$ cat src/rtl/au_add_chunk_serial.sv
// Chunk-serial adder: CHUNK bits per clock through one combinational prefix unit,
// with a ready/valid handshake on both the operand and the result side.

// Group generate/propagate over bits [i:0] of a CHUNK-wide slice.
// ARCH == 1 selects a log-depth Kogge-Stone network; any other value ripples.
module au_prefix_and_or #(
  parameter int N    = 8,
  parameter int ARCH = 0
) (
  input  logic [N-1:0] gi,
  input  logic [N-1:0] pi,
  output logic [N-1:0] go,
  output logic [N-1:0] po
);

  if (ARCH == 1) begin : g_kogge_stone
    always_comb begin
      logic [N-1:0] g_t, p_t, g_n, p_n;
      // NOTE: blocking assignments here build a combinational chain of intermediate
      // levels; every output is fully assigned on every path, so nothing latches.
      g_t = gi;
      p_t = pi;
      for (int d = 1; d < N; d = d * 2) begin
        g_n = g_t;
        p_n = p_t;
        for (int i = d; i < N; i++) begin
          g_n[i] = g_t[i] | (p_t[i] & g_t[i-d]);
          p_n[i] = p_t[i] & p_t[i-d];
        end
        g_t = g_n;
        p_t = p_n;
      end
      go = g_t;
      po = p_t;
    end
  end else begin : g_ripple
    always_comb begin
      logic [N-1:0] g_r, p_r;
      g_r[0] = gi[0];
      p_r[0] = pi[0];
      for (int i = 1; i < N; i++) begin
        g_r[i] = gi[i] | (pi[i] & g_r[i-1]);
        p_r[i] = pi[i] & p_r[i-1];
      end
      go = g_r;
      po = p_r;
    end
  end

endmodule

module au_add_chunk_serial #(
  parameter int WIDTH = 32,
  parameter int CHUNK = 8,
  parameter int ARCH  = 0
) (
  input  logic             clk,
  input  logic             rst_n,
  input  logic             in_valid,
  output logic             in_ready,
  input  logic [WIDTH-1:0] a,
  input  logic [WIDTH-1:0] b,
  input  logic             ci,
  output logic             out_valid,
  input  logic             out_ready,
  output logic [WIDTH-1:0] s,
  output logic             co
);

  if (CHUNK < 1 || (WIDTH % CHUNK) != 0) begin : g_bad_cfg
    $error("au_add_chunk_serial: CHUNK must be >= 1 and divide WIDTH");
  end

  localparam int NC = WIDTH / CHUNK;
  localparam int KW = (NC > 1) ? $clog2(NC) : 1;

  typedef enum logic [1:0] {IDLE, BUSY, DONE} state_t;

  state_t            state, state_nxt;
  logic [KW-1:0]     k;
  logic              c;
  logic [WIDTH-1:0]  a_q, b_q;

  logic [CHUNK-1:0]  ga, gb, gi, pi, go, po, sum_c;
  logic [CHUNK:0]    cy;
  logic              last;

  assign in_ready  = (state == IDLE);
  assign out_valid = (state == DONE);
  assign last      = (k == KW'(NC - 1));

  assign ga = a_q[k*CHUNK +: CHUNK];
  assign gb = b_q[k*CHUNK +: CHUNK];
  assign gi = ga & gb;
  assign pi = ga ^ gb;

  au_prefix_and_or #(.N(CHUNK), .ARCH(ARCH)) u_prefix (
    .gi (gi),
    .pi (pi),
    .go (go),
    .po (po)
  );

  // The prefix outputs are relative to a zero carry-in; fold the running carry in here.
  always_comb begin
    cy[0] = c;
    for (int i = 0; i < CHUNK; i++) begin
      cy[i+1] = go[i] | (po[i] & c);
    end
    sum_c = pi ^ cy[CHUNK-1:0];
  end

  always_comb begin
    // NOTE: default first so every path assigns state_nxt and no latch is inferred.
    state_nxt = state;
    case (state)
      IDLE:    if (in_valid) state_nxt = BUSY;
      BUSY:    if (last) state_nxt = DONE;
      DONE:    if (out_ready) state_nxt = IDLE;
      default: state_nxt = IDLE;
    endcase
  end

  always_ff @(posedge clk or negedge rst_n) begin
    // NOTE: sequential state uses non-blocking assignments so all registers update together.
    if (!rst_n) state <= IDLE;
    else        state <= state_nxt;
  end

  always_ff @(posedge clk or negedge rst_n) begin
    if (!rst_n) begin
      // NOTE: operand holding registers are reset too, so an aborted operation leaves no trace.
      k   <= '0;
      c   <= 1'b0;
      a_q <= '0;
      b_q <= '0;
      s   <= '0;
      co  <= 1'b0;
    end else begin
      case (state)
        IDLE: if (in_valid) begin
          a_q <= a;
          b_q <= b;
          c   <= ci;
          k   <= '0;
        end
        BUSY: begin
          s[k*CHUNK +: CHUNK] <= sum_c;
          c <= cy[CHUNK];
          if (last) co <= cy[CHUNK];
          else      k  <= k + KW'(1);
        end
        default: ;
      endcase
    end
  end

endmodule
$ cat config.mk
export PLATFORM = sky130hd
export DESIGN_NAME = au_add_chunk_serial
export DESIGN_NICKNAME = d
export VERILOG_FILES = /design/src/rtl/au_add_chunk_serial.sv
export SDC_FILE = /design/constraint.sdc
export NUM_CORES = 1
export LEC_CHECK = 0
export CAP_MARGIN = 20
export CORE_MARGIN = 8
export CORE_UTILIZATION = 31
export DETAILED_ROUTE_END_ITERATION = 10
export HOLD_SLACK_MARGIN = 0.1
export PLACE_DENSITY_LB_ADDON = 0.12
export SLEW_MARGIN = 20
export SYNTH_ARGS = -nofsm -noshare
export SYNTH_HDL_FRONTEND = slang
export SYNTH_SLANG_ARGS = --single-unit
$ cat constraint.sdc
create_clock -name clk -period 3.04 [get_ports clk]
set_input_delay 0.456 -clock clk [delete_from_list [all_inputs] [get_ports clk]]
set_output_delay 0.456 -clock clk [all_outputs]
set_load 0.01 [all_outputs]
* Yosys cells after proc, flatten, opt, wreduce, memory -nomap -nowiden *
Index checks and enable logic that the tools add are counted.

cells by class
  add/subtract/negate cells = 2
  equal/unequal tests = 7
  shifts and indexed selects = 4
  mux-type cells = 10
  bitwise gates (word level) = 40
  reduce and logical (&&, ||, !) cells = 7

operator list
  cell                     number
  $shiftx 32x6->8          2
  $neg 5->34               1
  $shift 8x34->32 const A  1
  $shiftx 8x34->32         1
  $bwmux 32                1
  $and 1x1->1              22
  $xor 8x8->8              2
  $or 1x1->1               15
  $mux 2                   5
  $and 8x8->8              1
  $ne 2x2->1 const B       3
  $pmux 2 s3               1
  $reduce_and 2->1         3
  $reduce_and 3->1         2
  $eq 2x2->1 const B       2
  $pmux 2 s2               1
  $add 2x1->2 const B      1
  $eq 2x1->1 const B       1
  $logic_not 2->1          1
  $ne 2x1->1 const B       1
  $pmux 1 s2               1
  $reduce_bool 2->1        1
  $mux 1                   1

storage, ports and cells
  register bits after elaboration = 102
  bits of input ports = 69
  output and inout bits = 35
  word-level logic and storage cells = 77

* Longest topological paths before layout *
Gate-level depths: netlist of run 1.

  depth in word-level cells = 18
  gate-level depth with buffers = 9
  mapped depth without buffers = 7

* By module *
A second synthesis of run 1 with hierarchy kept.

second synthesis, totals
  cells, all modules = 317
  area total of the unflattened synthesis = 4664.5 um^2

modules (own cells, without submodules)
  module               times used  cells each  area each (um^2)  seq. area each (um^2)
  au_add_chunk_serial  1           292         4496.8            2552.4
  au_prefix_and_or     1           25          167.7             0.0

* Worst setup path before layout of run 1 *
Ideal clock, no wire load.

  path type = register -> register
  start point = reg k[0]
  end point = reg c
  arrival time = 2.570 ns
  required time = 2.914 ns
  path slack = 0.344 ns
  stages on the path, launching flop included = 10
  path buffers = 2
  cell sequence = dfrtp_1 > buf_4 > buf_4 > mux4_2 > ha_1 > o21a_1 > o21ai_0 > or3_4 > nand2_1 > a221o_1

between the ends
  word-level cells in the longest chain between the ends = 18
  elaborated cells on any way between the ends = 28

RTL lines
  element                                     line    source
  start, declared                             80      logic [KW-1:0] k;
  start signal, assigned                      151     else k <= k + KW'(1);
  $shiftx 32x6->8, on equally long branches   92, 93
  $xor 8x8->8 or $and 8x8->8 (tied branches)  95, 94
  $and 1x1->1                                 42      g_r[i] = gi[i] | (pi[i] & g_r[i-1]);
  $or 1x1->1                                  42
  $and 1x1->1                                 42
  $or 1x1->1                                  42
  $and 1x1->1                                 42
  $or 1x1->1                                  42
  [2 not listed]                              n/a
  $and 1x1->1                                 42
  $or 1x1->1                                  42
  $and 1x1->1                                 42
  $or 1x1->1                                  42
  $and 1x1->1                                 42
  $or 1x1->1                                  42
  $or 1x1->1 *                                108     cy[i+1] = go[i] | (po[i] & c);
  $pmux 1 s2 *                                140     case (state)
  end signal, assigned                        144     c <= ci;
  end signal, assigned                        149     c <= cy[CHUNK];
  end, declared                               81      logic c;

Every way passes the cells marked *; elsewhere a longest branch is shown, timed or not.
A chain may end at the register's enable or synchronous reset.

* Worst setup path after layout of run 1 *
  start point = reg k[0]
  end point = reg s[5]

between the ends
  word-level cells in the longest chain between the ends = 18
  elaborated cells on any way between the ends = 41

RTL lines
  element                                     line    source
  $shiftx 32x6->8, on equally long branches   92, 93
  $xor 8x8->8 or $and 8x8->8 (tied branches)  95, 94
  $and 1x1->1                                 42
  $or 1x1->1                                  42
  $and 1x1->1                                 42
  $or 1x1->1                                  42
  $and 1x1->1                                 42
  $or 1x1->1                                  42
  [2 not listed]                              n/a
  $and 1x1->1                                 42
  $or 1x1->1                                  42
  $and 1x1->1                                 42
  $or 1x1->1                                  42
  $or 1x1->1                                  108
  $xor 8x8->8                                 110     sum_c = pi ^ cy[CHUNK-1:0];
  $shiftx 8x34->32                            148     s[k*CHUNK +: CHUNK] <= sum_c;
  $bwmux 32 *                                 148
  end signal, assigned by index               148
  end, declared                               66      output logic [WIDTH-1:0] s,

Marked as above.

==> impl_metrics.py, run 1 <==
metrics = {
    "floorplanning": {
        "rows": 45,
        "coreArea_um2": 14980,
        "initial_core_util_pct": 31.19,
        "die_height_um": 138.8,
        "pin_count": 104,
        "die_w_um": 138.8,
        "die_area_um2": 19260,
    },
    "timing": {
        "max_freq_mhz": 360.1,
        "timing.slew.headroom_pct": 55.52,
        "slew_viol_final": 0,
        "period_needed_ns": 2.777,
        "post-route-period-util_pct": 91.34,
        "rsz0062_at_grt": "false",
        "tns_ns": 0,
        "hold_violations": 0,
        "worstMarginPinSlew_ns": 0.6673,
        "finalSetupViolations": 0,
        "fin_worst_skew_ns": 0.01004,
    },
    "clocking": {
        "cts_tree": "built",
        "post_cts_buffers": 0,
        "cts_root_buffer": "clkbuf_16",
        "clk_path_buf_depth": 2,
        "ctsResizeCount": 0,
        "clk_pin_slew_ns": 0.07,
        "cts.sinks": 102,
        "ctsHoldBuffers": 0,
        "insertion_delay_ns": 0.35,
        "cts_max_level": 3,
        "cts_buffers": 9,
    },
    "routing": {
        "vias": 3545,
        "wirelength_um": 12180,
        "drc": 0,
        "wl_per_cell_um": 16.06,
        "viasPerCell": 4.677,
        "antenna_left": 0,
        "drtIter0Drc": 135,
        "first_pass_iters": 5,
    },
    "layout": {
        "seqCellArea_um2": 2552,
        "final_common_cell": "nand2_1",
        "nets": 649,
        "design_area_um2": 6248,
        "n_fill_cell": 1485,
        "multi_input_area_um2": 1992,
        "areaGrowthSynthToFinish_pct": 33.74,
        "diodes": 0,
        "drive_above_1_share_pct": 10.88,
        "instances_no_fill": 758,
        "layout_common_cells": "215 x nand2_1, 102 x dfrtp_1, 102 x clkdlybuf4s50_1",
    },
    "critical_path": {
        "worstRegToRegCells": 8,
        "slowest_stage": "mux4_2",
        "reg2reg_from": "k[0]",
        "critPathMaxFanout": 12,
        "r2r-end": "s[5]",
        "cp-start-kind": "register",
        "worst-setup-path-type": "register to register",
        "crit_buf_inv": 1,
        "r2r_setup_slack_ns": 0.26,
        "critPathCaptureType": "register",
        "arrival_ns": 2.99,
        "crit_path_max_incr_delay_ns": 0.58,
        "critPathLaunch": "k[0]",
        "crit_required_ns": 3.25,
        "worstPathCellList": "buf_4 -> mux4_2 -> ha_1 -> a211oi_2 -> o21a_1 -> nor2_1 -> xnor2_1 -> o21ai_1",
        "critPathTopFamily": "compound AO/OA/AOI/OAI gates",
    },
    "yosys": {
        "synth-adder-area-share_pct": 4.178,
        "syn_nets": 547,
        "synth_ff_type": "dfrtp_1",
        "synth_area_leader_cell": "dfrtp_1",
        "ys_warn_count": 0,
        "synth_edf_count": 0,
        "synth_seq_area_share_pct": 54.63,
        "ys_async_sr_fraction_pct": 100.0,
        "ys_ff_latch": 102,
        "synth_area_leaders": "dfrtp_1 55%, nand2_1 17%, mux4_2 7.7%",
        "synth_top_area_share_pct": 54.63,
        "synthCells": 463,
        "synth_compound_area_share_pct": 8.034,
        "yosys.area_share.xor_xnor_pct": 1.125,
        "avgSynthCellArea_um2": 10.09,
        "yosysUniqueCellTypes": 42,
        "synth_top_family_by_area": "simple AND/OR/NAND/NOR gates",
        "synthMuxAreaShare_pct": 7.954,
        "syn-cell-area_um2": 4672,
        "synth-simple-area-share_pct": 21.26,
    },
    "status": {
        "status": "completed",
    },
    "power_and_ir_drop": {
        "leakagePower_nw": 2.944,
        "ir_drop_uv": 430.0,
        "power_density_nw_per_um2": 1163,
    },
    "grt": {
        "grt_overflow": 0,
        "grt_pass1_vias": 3812,
        "grt_start_max_net_pins": 68,
        "grt_first_pass_wirelength_um": 19900,
        "antenna_found_initial": 0,
        "grtUsageTotal_pct": 12.98,
    },
    "placed_design": {
        "post-dp-hpwl_um": 9379,
        "gp_congestion": 0.7774,
        "dpl_cell_area_um2": 5916,
        "portBuffers": 103,
        "place_inst": 742,
    },
    "worst_hold_path": {
        "hold_path.class": "primary input to async pin",
    },
    "job": {
        "maxCapViolations": 0,
    },
}
-- worst max-delay path by stage --
stage | depth (start not counted) | endpoint
after floorplan | 9 | c
after global placement | 8 | s[13]
after detailed placement | 8 | s[5]
after CTS | 8 | s[5]
after global routing | 8 | s[6]
final | 8 | s[5]
-- area by class of cell --
class | instances | share of cell area (%)
clock buffer | 10 | 3.825
clock inverter | 6 | 1.502
inverter | 6 | 0.3604
multi-input combinational | 335 | 31.88
sequential | 102 | 40.85
tap | 188 | 3.765
timing repair buffer | 111 | 17.82
-- stage by stage --
stage,setup WS [ns],hold WS [ns],power [mW],util (%)
floorplan,0.3436,0.1604,4.786,-
global placement,0.3500,0.4599,6.031,39.50
detailed placement,0.2729,0.4590,6.080,39.50
CTS,0.2597,0.1479,7.373,41.72
global route,0.06246,0.1652,7.850,41.72
finish,0.2632,0.1250,7.269,41.72
-- synthesized netlist by cell type (2+ instances only) --
| cell type | count |
|---|---|
| a21oi_1 | 4 |
| a22o_1 | 16 |
| buf_1 | 3 |
| buf_2 | 3 |
| buf_4 | 6 |
| clkbuf_1 | 7 |
| dfrtp_1 | 102 |
| ha_1 | 14 |
| inv_1 | 6 |
| mux4_2 | 16 |
| nand2_1 | 216 |
| nand2_2 | 3 |
| nand2b_1 | 3 |
| nand4_1 | 2 |
| nor2_1 | 9 |
| nor3_1 | 2 |
| o21a_1 | 2 |
| o21ai_0 | 8 |
| o21ai_1 | 8 |
| o21ai_2 | 5 |
| or3_4 | 3 |
| xnor2_1 | 5 |
-- cell families (layout without fill, tap and decap cells) --
| family | after synthesis | after routing |
|---|---|---|
| xor gates and xnor gates | 6 | 6 |
| muxes | 17 | 17 |
| buffers and inverters | 26 | 133 |
| adders and majority gates | 15 | 15 |
| AOI/OAI and AO/OA | 51 | 51 |
| DFF | 102 | 102 |
| and+or+nand+nor | 246 | 246 |
-- worst register-to-register path, delay by kind of cell, from the launching register on --
kind	cells	cell delay [ns]
XOR/XNOR	1	0.40
AO/OA/AOI/OAI	3	0.65
flip-flops	1	0.35
multiplexers	1	0.58
AND/OR/NAND/NOR	1	0.09
buffers and inverters	1	0.24
adder cells (fa/ha/maj)	1	0.34
-- flip-flops by register name, summed over array words and instances, names as in the netlist --
register / cells
c: 1
state: 2
s: 32
a_q: 32
k: 2
b_q: 32
co: 1
-- layer usage --
layer / routed length, um / track usage [%] / vias to the layer above
met5: 0 / 0 / -
met2: 6095 / 21.90 / 81
met4: 110 / 4.044 / 0
met1: 5426 / 15.78 / 1721
li1: - / - / 1734
met3: 544 / 3.614 / 9
-- where the power goes --
| group | leakage [nW] | total [mW] | internal, mW | switching (mW) |
|---|---|---|---|---|
| clock | 0.159 | 1.26 | 0.750 | 0.512 |
| sequential | 1.31 | 2.33 | 1.93 | 0.403 |
| combinational | 1.48 | 3.67 | 1.60 | 2.07 |
No activity file was read; power rests on OpenSTA's default activity.
==> run 2, diff against run 1 <==
CTS_CLUSTER_SIZE = 12   (was unset)
==> results of run 2 <==
No change in the layout: final DEF, timing and power equal those of run 1.
==> run 3, diff against run 2 <==
SLEW_MARGIN = unset   (was 20)
==> results of run 3 <==
No change in the layout: final DEF, timing and power equal those of run 1.
==> variant (flow settings as in run 2) <==
Change the parameter `WIDTH` from 32 to 16.
--- a/src/rtl/au_add_chunk_serial.sv
+++ b/src/rtl/au_add_chunk_serial.sv
@@ -50,7 +50,7 @@
 endmodule
 
 module au_add_chunk_serial #(
-  parameter int WIDTH = 32,
+  parameter int WIDTH = 16,
   parameter int CHUNK = 8,
   parameter int ARCH  = 0
 ) (
Ports: changed (resized a, b and s); port bits go from 104 to 56. The function was not compared with the original's and may differ.
==> variant against run 2 <==
Critical path type unchanged; setup slack improved by 0.46 ns; total power fell by 44%; cell area decreased by 47%; critical endpoint is now co$_DFFE_PN0P_; routed wire length is 58% lower; clock skew shrank 0.0028 ns; sequential cell count is 49 lower; synthesized area shrank 46%; die area is 41% lower; sequential power down 46%.
==> variant: results (changes against run 2) <==
drt first pass iters=4 (-1); Mapped Nets=247 (-55%); Final Non-Filler Cells=364 (-52%); most instantiated cells after synthesis=53 x dfrtp_1, 32 x mux2_1, 22 x nand2_1; Via density=4.596 (-1.7%); CTS H-tree depth=2 (-1); Worst R2R Start=k$_DFFE_PN0P_; YS warnings=0 (unchanged); Area contributors post-synth=dfrtp_1 53%, mux2_1 14%, mux2_2 8.0%, ha_1 4.0%, nand2_1 3.3%; met2 Use GR=0.1421 (-0.07688); Post-Syn Instances=201 (-57%); drt initial violations=48 (-64%); Root Buffer=clkbuf_8; critical path arrival=2.50 ns (-0.49 ns); status=finished, final reports clean; Final Skew=0.007206 ns (-0.002838 ns); first-pass GRT wire length=8487 um (-57%); Placement Cell Area=0.003168 mm^2 (-46%); DR WL met2=2244 um (-63%); M1 wire length=2454 um (-55%); Top Registers=a_q (16), b_q (16), s (16); Placement Setup Slack=0.6821 ns (+0.4093 ns); CTS clk-pin slew, worst paths=0.09 ns (+0.02 ns); GRT Total Usage=0.09402 (-0.03576); Max-slew headroom=0.5813 (+0.02612); met3 wire len=347 um (-36%); final-report max-slew violation count=0 (unchanged); number of distinct library cells after synthesis=33 (-21%); sequential share of the synthesized area=0.5266 (-0.01975); vias in the first global route=1,699 (-55%); met1 Use GR=0.1212 (-0.03657); largest net degree at the start of global routing=33 (-51%); VDD IR-drop max=0.3878 mV (-9.8%); layout cell share with drive strength beyond 1=0.1467 (+0.03795); Routability Congestion=0.7322 (-5.8%); Leak=1.380 nW (-53%); Clock Tree Buf Depth=2 (unchanged); CTS Buf Count=5 (-4); top fanout value on the critical path=19 (+7); met3 Use GR=0.03206 (-0.004082); PortBufs=55 (-47%); worst skew pair latency=0.30 ns (-0.05 ns); antenna violations before repair=0 (unchanged); fin nets=304 (-53%); final WL=5097 um (-58%)
variant: changes by cell type in the layout (fill, tap and decap cells not counted), moves of 6 or more:
cell | before | now
a22o_1 | 16 | 0
clkbuf_16 | 9 | 0
clkdlybuf4s50_1 | 102 | 54
mux2_2 | 1 | 18
mux2_1 | 0 | 32
ha_1 | 14 | 8
mux4_2 | 16 | 0
nand2_1 | 215 | 22
dfrtp_1 | 102 | 53
variant: cell families after synthesis:
logic type	synth area share
mux	0.2235
compound gates	0.09439
flops	0.5266
fa+ha+maj	0.04769
simple gates	0.06955
xor+xnor	0.01391
buf+inv	0.02434
variant: worst paths after layout:
| path | to | slack [ns] |
|---|---|---|
| hold / removal | state[0]$_DFFE_PN0P_ | 0.13 |
| min in group clk | s[12]$_DFFE_PN0P_ | 0.48 |
| setup / recovery | co$_DFFE_PN0P_ | 0.72 |
| hold reg to reg | s[12]$_DFFE_PN0P_ | 0.48 |
| max in group asynchronous | b_q[9]$_DFFE_PN0P_ | 2.12 |
| setup reg to reg | co$_DFFE_PN0P_ | 0.72 |
variant: final cells by class:
class                   instances  area (um^2)
flip-flops and latches         53         1326
well taps                     105        131.4
clock inverters                 1        30.03
clock buffers                   7        86.33
repair buffers                 58        568.0
fillers                       812         4767
inverters                       3        11.26
multi-input cells             137         1131
variant: power breakdown:
| group | switching [mW] | leakage, nW | total [mW] | internal (mW) |
|---|---|---|---|---|
| sequential | 0.199 | 0.633 | 1.26 | 1.07 |
| combinational | 1.18 | 0.688 | 2.32 | 1.14 |
| clock | 0.225 | 0.0585 | 0.493 | 0.269 |
variant: critical path, stage by stage, from the launching register on:
cell,delay (ns)
dfrtp_1,0.33
buf_4,0.25
mux2_2,0.40
ha_1,0.31
a21oi_2,0.19
o21a_2,0.21
a211oi_1,0.08
nor3_1,0.30
o21ai_0,0.12
